### config.mk
export PLATFORM = sky130hd
export DESIGN_NAME = piso_serializer
export DESIGN_NICKNAME = d
export VERILOG_FILES = /design/src/rtl/piso_serializer_pkg.sv /design/src/rtl/piso_hold_buf.sv /design/src/rtl/piso_serializer.sv
export SDC_FILE = /design/constraint.sdc
export NUM_CORES = 1
export LEC_CHECK = 0
export ABC_AREA = 0
export ABC_CLOCK_PERIOD_IN_PS = 2350
export CAP_MARGIN = 10
export CORE_MARGIN = 2
export CORE_UTILIZATION = 53
export DETAILED_ROUTE_END_ITERATION = 7
export GPL_TIMING_DRIVEN = 0
export HOLD_SLACK_MARGIN = 0.06
export PLACE_DENSITY = 0.77
export SLEW_MARGIN = 20
export SYNTH_ARGS = -nofsm -noshare
export SYNTH_HDL_FRONTEND = slang
export SYNTH_SLANG_ARGS = --single-unit
export TNS_END_PERCENT = 20
### constraint.sdc
create_clock -name i_clk -period 2.35 [get_ports i_clk]
set_input_delay 0.47 -clock i_clk [delete_from_list [all_inputs] [get_ports i_clk]]
set_output_delay 0.47 -clock i_clk [all_outputs]
set_load 0.01 [all_outputs]
### src/rtl/piso_serializer_pkg.sv
// Shared definitions for the serializer datapath: FSM state encoding and a
// ceiling-log2 helper that the receive side will reuse.
package piso_serializer_pkg;

    typedef enum logic {
        S_IDLE  = 1'b0,
        S_SHIFT = 1'b1
    } state_e;

    // Number of bits needed to index 0..value-1 (value >= 2).
    function automatic int clog2(input int value);
        int result;
        int remaining;
        result    = 0;
        remaining = value - 1;
        while (remaining > 0) begin
            result    = result + 1;
            remaining = remaining >> 1;
        end
        return result;
    endfunction

endpackage

### src/rtl/piso_hold_buf.sv
// One-entry holding register that parks the next word while the shifter is busy.
// The full flag doubles as the inverted ready seen by the word source.
module piso_hold_buf
    import piso_serializer_pkg::*;
#(
    parameter int WIDTH = 8
) (
    input  logic             i_clk,
    input  logic             i_reset_n,
    input  logic             i_wr_en,
    input  logic [WIDTH-1:0] i_wr_data,
    input  logic             i_rd_en,
    output logic             o_full,
    output logic [WIDTH-1:0] o_rd_data
);

    logic             full_q;
    logic             full_d;
    logic [WIDTH-1:0] data_q;
    logic [WIDTH-1:0] data_d;

    always_comb begin
        full_d = full_q;
        data_d = data_q;
        if (i_rd_en) begin
            full_d = 1'b0;
        end
        // A write is only ever issued while empty, so it cannot collide with a drain.
        if (i_wr_en) begin
            full_d = 1'b1;
            data_d = i_wr_data;
        end
    end

    always_ff @(posedge i_clk or negedge i_reset_n) begin
        if (!i_reset_n) begin
            full_q <= 1'b0;
            data_q <= '0;
        end else begin
            full_q <= full_d;
            data_q <= data_d;
        end
    end

    assign o_full    = full_q;
    assign o_rd_data = data_q;

endmodule

### src/rtl/piso_serializer.sv
// Parallel-in/serial-out serializer: one bit per i_bit_tick, selectable bit order,
// with a one-word holding buffer so consecutive frames run without an idle gap.
module piso_serializer
    import piso_serializer_pkg::*;
#(
    parameter int   WIDTH      = 8,
    parameter bit   MSB_FIRST  = 1'b0,
    parameter logic IDLE_LEVEL = 1'b1
) (
    input  logic             i_clk,
    input  logic             i_reset_n,
    input  logic             i_valid,
    output logic             o_ready,
    input  logic [WIDTH-1:0] i_data,
    input  logic             i_bit_tick,
    output logic             o_serial,
    output logic             o_busy,
    output logic             o_done
);

    localparam int              CNT_W    = clog2(WIDTH);
    localparam logic [CNT_W-1:0] LAST_BIT = CNT_W'(WIDTH - 1);

    state_e           state_q;
    state_e           state_d;
    logic [WIDTH-1:0] shift_q;
    logic [WIDTH-1:0] shift_d;
    logic [CNT_W-1:0] bit_cnt_q;
    logic [CNT_W-1:0] bit_cnt_d;
    logic             serial_q;
    logic             serial_d;
    logic             done_q;
    logic             done_d;

    logic             hold_full;
    logic [WIDTH-1:0] hold_data;
    logic             hold_wr;
    logic             hold_rd;
    logic             accept;
    logic             frame_end;
    logic [WIDTH-1:0] shift_step;

    assign accept    = i_valid & ~hold_full;
    assign frame_end = (state_q == S_SHIFT) && i_bit_tick && (bit_cnt_q == LAST_BIT);

    generate
        if (MSB_FIRST) begin : g_msb_first
            assign shift_step = {shift_q[WIDTH-2:0], 1'b0};
        end else begin : g_lsb_first
            assign shift_step = {1'b0, shift_q[WIDTH-1:1]};
        end
    endgenerate

    piso_hold_buf #(
        .WIDTH (WIDTH)
    ) u_hold_buf (
        .i_clk     (i_clk),
        .i_reset_n (i_reset_n),
        .i_wr_en   (hold_wr),
        .i_wr_data (i_data),
        .i_rd_en   (hold_rd),
        .o_full    (hold_full),
        .o_rd_data (hold_data)
    );

    always_comb begin
        state_d   = state_q;
        shift_d   = shift_q;
        bit_cnt_d = bit_cnt_q;
        done_d    = 1'b0;
        hold_wr   = 1'b0;
        hold_rd   = 1'b0;

        case (state_q)
            S_IDLE: begin
                if (accept) begin
                    shift_d   = i_data;
                    bit_cnt_d = '0;
                    state_d   = S_SHIFT;
                end
            end
            S_SHIFT: begin
                if (frame_end) begin
                    done_d    = 1'b1;
                    bit_cnt_d = '0;
                    if (hold_full) begin
                        shift_d = hold_data;
                        hold_rd = 1'b1;
                    end else if (accept) begin
                        // Word arriving exactly at the boundary bypasses the holding buffer.
                        shift_d = i_data;
                    end else begin
                        shift_d = '0;
                        state_d = S_IDLE;
                    end
                end else begin
                    if (i_bit_tick) begin
                        shift_d   = shift_step;
                        bit_cnt_d = bit_cnt_q + CNT_W'(1);
                    end
                    hold_wr = accept;
                end
            end
            default: begin
                state_d = S_IDLE;
            end
        endcase

        // The line bit is registered from the next shifter value so it is glitch-free.
        if (state_d == S_SHIFT) begin
            serial_d = MSB_FIRST ? shift_d[WIDTH-1] : shift_d[0];
        end else begin
            serial_d = IDLE_LEVEL;
        end
    end

    always_ff @(posedge i_clk or negedge i_reset_n) begin
        if (!i_reset_n) begin
            state_q   <= S_IDLE;
            shift_q   <= '0;
            bit_cnt_q <= '0;
            serial_q  <= IDLE_LEVEL;
            done_q    <= 1'b0;
        end else begin
            state_q   <= state_d;
            shift_q   <= shift_d;
            bit_cnt_q <= bit_cnt_d;
            serial_q  <= serial_d;
            done_q    <= done_d;
        end
    end

    assign o_ready  = ~hold_full;
    assign o_serial = serial_q;
    assign o_busy   = (state_q == S_SHIFT);
    assign o_done   = done_q;

endmodule
==> summary.md, run 1 <==
| Metric | Value |
|---|---|
| Outcome | `finished clean` |
| Max_cap viols | `0` |
| Cell Area, Placed | `1346 sq um` |
| CP max FO | `10` |
| Final worst path period share | `96.65%` |
| Async SR Flop Fraction | `100.0%` |
| Ant diodes | `0` |
| Mapped cell area | `1181 sq um` |
| Root buf cell | `clkbuf_4` |
| Core Rows | `17` |
| Number of synthesized flops with an enable pin | `0` |
| Routed vias/inst | `6.006` |
| Slowest CP cell | `clkdlybuf4s50_1` |
| Worst-case clock buffer depth | `2` |
| Gr ovfl total | `0` |
| Antenna-violating nets left | `0` |
| Hold crit path type | `input port to asynchronous set/reset pin` |
| Crit path max-delay family | `buffers and inverters` |
| TritonCTS clock tree | `built` |
| Met1 wire length | `974 um` |
| Gpl congestion | `0.7760` |
| Final WS setup | `78.71 ps` |
| Dpl cells | `151` |
| RSZ-0062 raised after global routing | `false` |
| Wire per inst | `15.34 um` |
| Count leader, synth | `dfrtp_1` |
| Syn Inst Count | `110` |
| Peak VDD IR | `0.0007068 V` |
| WHS | `92.28 ps` |
| Vias | `931` |
| Top layer in use | `met4` |
| Clk_skew | `2.915 ps` |
| Initial Utilization | `54.98%` |
| Nets | `142` |
| CP startpoint kind | `flip-flop` |
| H-tree depth | `1` |
| Clock transition at path regs | `130 ps` |
| Unique cell type count in the Yosys netlist | `32` |
| Clock Sinks | `23` |
| DRT Pass-1 Iters | `4` |
| IO buf count | `13` |
| Met2 wire len | `1.252 mm` |
| Slowest stage delay, CP | `490 ps` |
| Final setup TNS | `0 ps` |
| Die area | `2622 sq um` |
| Layout cell share with drive strength beyond 1 | `13.39%` |
| Postcts setup bufs | `0` |
| Routed wire length | `2.378 mm` |
| Chip Height | `51.21 um` |
| Top_reg_cell synth | `dfrtp_1` |
| Crit-path cells | `buf_2 > clkbuf_1 > inv_1 > clkdlybuf4s50_1` |
| Number of buffers created by CTS | `3` |
| CP endpoint kind | `output pin` |
| Largest net degree at the start of global routing | `24` |
| Antenna violations before repair | `0` |
| Yosys reg bits | `23` |
| Max frequency | `0.4403 GHz` |
| Met3 wire len | `101 um` |
| GRT Total Usage | `21.82%` |
| Pre-CTS setup slack | `456.2 ps` |
| Mean Syn Cell Area | `10.74 sq um` |
| Post-CTS Resized | `0` |
| Fillers | `181` |
| Vias in the first global route | `943` |
| Pwr Density | `1185 nW/um^2` |
| Worst Path Arrival | `1800 ps` |
| Tmin final | `2271 ps` |
| Final instance area | `1369 sq um` |
| Fin util | `63.72%` |
| Synth top area share | `46.61%` |
| Core Region | `2148 sq um` |
| Die width | `51.21 um` |
| Setup violations, final | `0` |
| DP HPWL | `1.723 mm` |
| Leak | `0.5682 nW` |
| Top cells by area, synth | `dfrtp_1 47%, mux2_1 7.6%, nand3b_1 5.7%` |
| P&R area growth vs syn | `15.89%` |
| Fin. Hold Viols | `0` |
| Slew Limit Fails | `0` |
| Total I/O pin count | `16` |
| CTS Hold Bufs | `0` |
| Synthesis Warnings | `0` |
| Least-Margin Pin Slew | `506.2 ps` |
| DRC | `0` |
| Fin cells | `155` |
| Number of DRC markers in iteration 0 | `10` |
| Sequential area share after synthesis | `48.83%` |
| Post-synth top area cell | `dfrtp_1` |
| Most frequent cells after synthesis | `22 x dfrtp_1, 13 x nand3_1, 9 x nand3b_1` |
| WP buf/inv | `4` |
| First-pass GRT wire length | `4.126 mm` |
| Final Total Pwr | `1.623 mW` |
| Max-slew headroom | `66.25%` |
| Syn Nets | `124` |
| Skew-Pair Late Insertion Delay | `320 ps` |
| Worst Path Required | `1880 ps` |
| Crit Path Class | `flip-flop to output pin` |
[cell type report]
class                      instances  area [sq um]  share of cell area (%)
buffer                            10         61.31                   4.479
clock buffer                       3         22.52                   1.645
clock inverter                     1         5.005                  0.3656
inverter                           3         11.26                  0.8227
multi-input combinational         74         531.8                   38.85
sequential                        23         576.8                   42.14
tap                               28         35.03                   2.559
timing repair buffer              13         125.1                   9.141
[cell families after synthesis]
family                     synth area share, %
and+or+nand+nor                          22.25
DFF                                      48.84
AOI/OAI and AO/OA                        13.03
buffers and inverters                    6.144
muxes                                    7.627
adders and majority gates                2.118
[routing by layer]
| metal | up-vias | track usage [%] |
|---|---|---|
| met1 | 460 | 25.86 |
| met5 | - | 0 |
| met2 | 26 | 38.10 |
| met4 | 0 | 10.81 |
| met3 | 5 | 3.509 |
| li1 | 440 | - |
[final timing paths]
path	start	endpoint	slack (ps)	depth (start not counted)
max in group asynchronous	i_reset_n	o_serial	1900	1
min in group i_clk	i_bit_tick	o_done	430	3
hold / removal	i_reset_n	u_hold_buf.o_full	90	1
hold reg to reg	u_hold_buf.o_rd_data[6]	u_hold_buf.o_rd_data[6]	510	1
setup reg to reg	bit_cnt_q[0]	u_hold_buf.o_rd_data[0]	440	5
setup / recovery	u_hold_buf.o_full	o_ready	80	4
[sequential cells by signal (all words and copies together), names as in the netlist]
register / cells
o_serial: 1
u_hold_buf.o_full: 1
o_done: 1
o_busy: 1
shift_q: 8
u_hold_buf.o_rd_data: 8
bit_cnt_q: 3
[power by group]
part	internal [mW]	switching (mW)	total [mW]
clock network	0.0640	0.124	0.188
registers	0.593	0.104	0.697
logic	0.369	0.368	0.737
[placed cells by master, fill, tap and decap left out, drive strengths merged, types with 2 or more instances in the layout]
| cell | count |
|---|---|
| dfrtp | 22 |
| nand3 | 13 |
| clkdlybuf4s50 | 12 |
| nand3b | 9 |
| mux2 | 8 |
| buf | 8 |
| a21o | 7 |
| nor3 | 7 |
| a31oi | 7 |
| clkbuf | 6 |
| inv | 3 |
| nor3b | 3 |
| nor2b | 2 |
| nor2 | 2 |
| ha | 2 |
| nand2 | 2 |
Note: power is estimated with default switching activity, not from simulation.
==> inputs of run 2 (changes only) <==
--- a/config.mk
+++ b/config.mk
@@ -8,5 +8,5 @@
 export ABC_AREA = 0
 export ABC_CLOCK_PERIOD_IN_PS = 2350
-export CAP_MARGIN = 10
+export CAP_MARGIN = 0
 export CORE_MARGIN = 2
 export CORE_UTILIZATION = 53
==> constraint.sdc (replaced) <==
create_clock -name i_clk -period 2.35 [get_ports i_clk]
set_input_delay 0.3525 -clock i_clk [delete_from_list [all_inputs] [get_ports i_clk]]
set_output_delay 0.3525 -clock i_clk [all_outputs]
set_load 0.01 [all_outputs]
==> summary.md, run 2 (same netlist as run 1, synthesis figures left out) <==
| Metric | Value |
|---|---|
| RSZ-0062 raised after global routing | `false` |
| Gpl congestion | `0.7760` |
| Hold path depth | `3` |
| Max frequency | `0.4657 GHz` |
| Final WS setup | `202.7 ps` |
| Switching share of power | `36.59%` |
| FF-to-FF setup slack | `430 ps` |
| Antenna-violating nets left | `0` |
| H-tree depth | `1` |
| Routed vias/inst | `5.872` |
| Clock Power Share | `11.4%` |
| Postcts setup bufs | `0` |
| Post-CTS Resized | `0` |
| Max-slew headroom | `65.53%` |
| Crit Path Class | `flip-flop to output pin` |
| CP max FO | `10` |
| IO buf count | `13` |
| Root buf cell | `clkbuf_4` |
| Total I/O pin count | `16` |
| Initial Utilization | `54.98%` |
| Chip Height | `51.21 um` |
| Worst Path Required | `2000 ps` |
| Largest net degree at the start of global routing | `24` |
| Worst Path Arrival | `1790 ps` |
| Number of DRC markers in iteration 0 | `10` |
| Nets | `143` |
| Vias | `916` |
| DP HPWL | `1.723 mm` |
| Worst R2R Path Depth | `5` |
| Clock Sinks | `23` |
| Outcome | `finished clean` |
| Leak | `0.5723 nW` |
| HP Start | `i_bit_tick` |
| Hold path endpoint | `o_done` |
| Routed wire length | `2.403 mm` |
| Wire per inst | `15.40 um` |
| R2r startpoint | `bit_cnt_q[0]` |
| Clk_skew | `0.8894 ps` |
| Switching Power | `0.5931 mW` |
| Hold crit path type | `input port to flip-flop` |
| Most common cell after layout, fill and taps aside | `dfrtp_1` |
| Gr ovfl total | `0` |
| Peak VDD IR | `0.0007052 V` |
| Tmin final | `2147 ps` |
| CP startpoint kind | `flip-flop` |
| Cell-internal power | `1.028 mW` |
| Clock transition at path regs | `120 ps` |
| Die area | `2622 sq um` |
| Ant diodes | `0` |
| Number of buffers created by CTS | `3` |
| Most frequent cells in the layout | `22 x dfrtp_1, 13 x nand3_1, 12 x clkdlybuf4s50_1` |
| Fin. Hold Viols | `0` |
| FF-to-FF End | `u_hold_buf.o_rd_data[0]` |
| First-pass GRT wire length | `4.126 mm` |
| Die width | `51.21 um` |
| Part of the power in combinational logic | `45.6%` |
| Skew-Pair Late Insertion Delay | `320 ps` |
| TritonCTS clock tree | `built` |
| Pre-CTS setup slack | `457.3 ps` |
| Setup violations, final | `0` |
| Layout cell share with drive strength beyond 1 | `13.28%` |
| Antenna violations before repair | `0` |
| Fillers | `180` |
| DRC | `0` |
| Vias in the first global route | `943` |
| DRT Pass-1 Iters | `4` |
| Crit-path cells | `buf_2 > clkbuf_1 > inv_1 > clkdlybuf4s50_1` |
| Final setup TNS | `0 ps` |
| Pwr Density | `1176 nW/um^2` |
| Slowest CP cell | `clkdlybuf4s50_1` |
| Final worst path period share | `91.37%` |
| GRT Total Usage | `21.82%` |
| CP endpoint kind | `output pin` |
| Slowest stage delay, CP | `490 ps` |
| Slew Limit Fails | `0` |
| Register share of total power | `43.0%` |
| Core Region | `2148 sq um` |
| Max_cap viols | `0` |
| P&R area growth vs syn | `16.74%` |
| Least-Margin Pin Slew | `517.0 ps` |
| Core Rows | `17` |
| Worst-case clock buffer depth | `2` |
## run 2: cell count changes in the layout (fill, tap and decap cells not counted), sizes merged
| cell | change |
|---|---|
| dlygate4sd3 | +1 |
## run 2: metal layers
layer | track usage [%] | wire length [um] | vias to the layer above
met3 | 3.509 | 93 | 5
met1 | 25.86 | 1003 | 449
li1 | - | - | 441
met5 | 0 | 0 | -
met4 | 10.81 | 46 | 0
met2 | 38.10 | 1259 | 21
## run 2: through the flow
stage          power (mW)  cell area, sq um  hold WS [ps]  cells  util [%]
2_1_floorplan       1.224              1181         56.91    110         -
3_3_place_gp        1.400              1346         476.7    151     62.67
3_5_place_dp        1.446              1346         488.3    151     62.67
4_1_cts             1.636              1374         309.8    155     63.95
5_1_grt             1.744              1379         326.0    156     64.18
6_report            1.621              1379         317.6    156     64.18
## run 2: cell type report
| type | instances | area (sq um) | share of cell area [%] |
|---|---|---|---|
| flip-flops and latches | 23 | 576.8 | 41.83 |
| repair buffers | 14 | 135.1 | 9.800 |
| well taps | 28 | 35.03 | 2.541 |
| clock inverters | 1 | 5.005 | 0.3630 |
| plain buffers | 10 | 61.31 | 4.446 |
| inverters | 3 | 11.26 | 0.8167 |
| clock buffers | 3 | 22.52 | 1.633 |
| multi-input cells | 74 | 531.8 | 38.57 |
## run 2: worst max-delay path, delay by kind of cell, from the launching register on
| kind | cells | cell delay, ps |
|---|---|---|
| flops | 1 | 340 |
| buf+inv | 4 | 1140 |
## run 2: how the worst max path moves through the flow
stage	endpoint	cells after the start	startpoint
2_1_floorplan	u_hold_buf.o_rd_data[0]	5	bit_cnt_q[0]
3_3_place_gp	u_hold_buf.o_rd_data[3]	5	bit_cnt_q[0]
3_5_place_dp	u_hold_buf.o_rd_data[5]	5	bit_cnt_q[0]
4_1_cts	o_ready	4	u_hold_buf.o_full
5_1_grt	o_ready	4	u_hold_buf.o_full
6_report	o_ready	4	u_hold_buf.o_full
## run 2: power groups by stage
stage | combinational, mW | sequential [mW] | clock (mW)
2_1_floorplan | 0.538 | 0.686 | 0
3_3_place_gp | 0.709 | 0.691 | 0
3_5_place_dp | 0.739 | 0.707 | 0
4_1_cts | 0.745 | 0.697 | 0.194
5_1_grt | 0.819 | 0.718 | 0.207
6_report | 0.739 | 0.697 | 0.185
## run 2: timing repair
action                                 4_1_cts  5_1_grt
hold buffers                                 0        1
endpoints found under the hold margin        0       22
setup endpoints to repair                    0        0
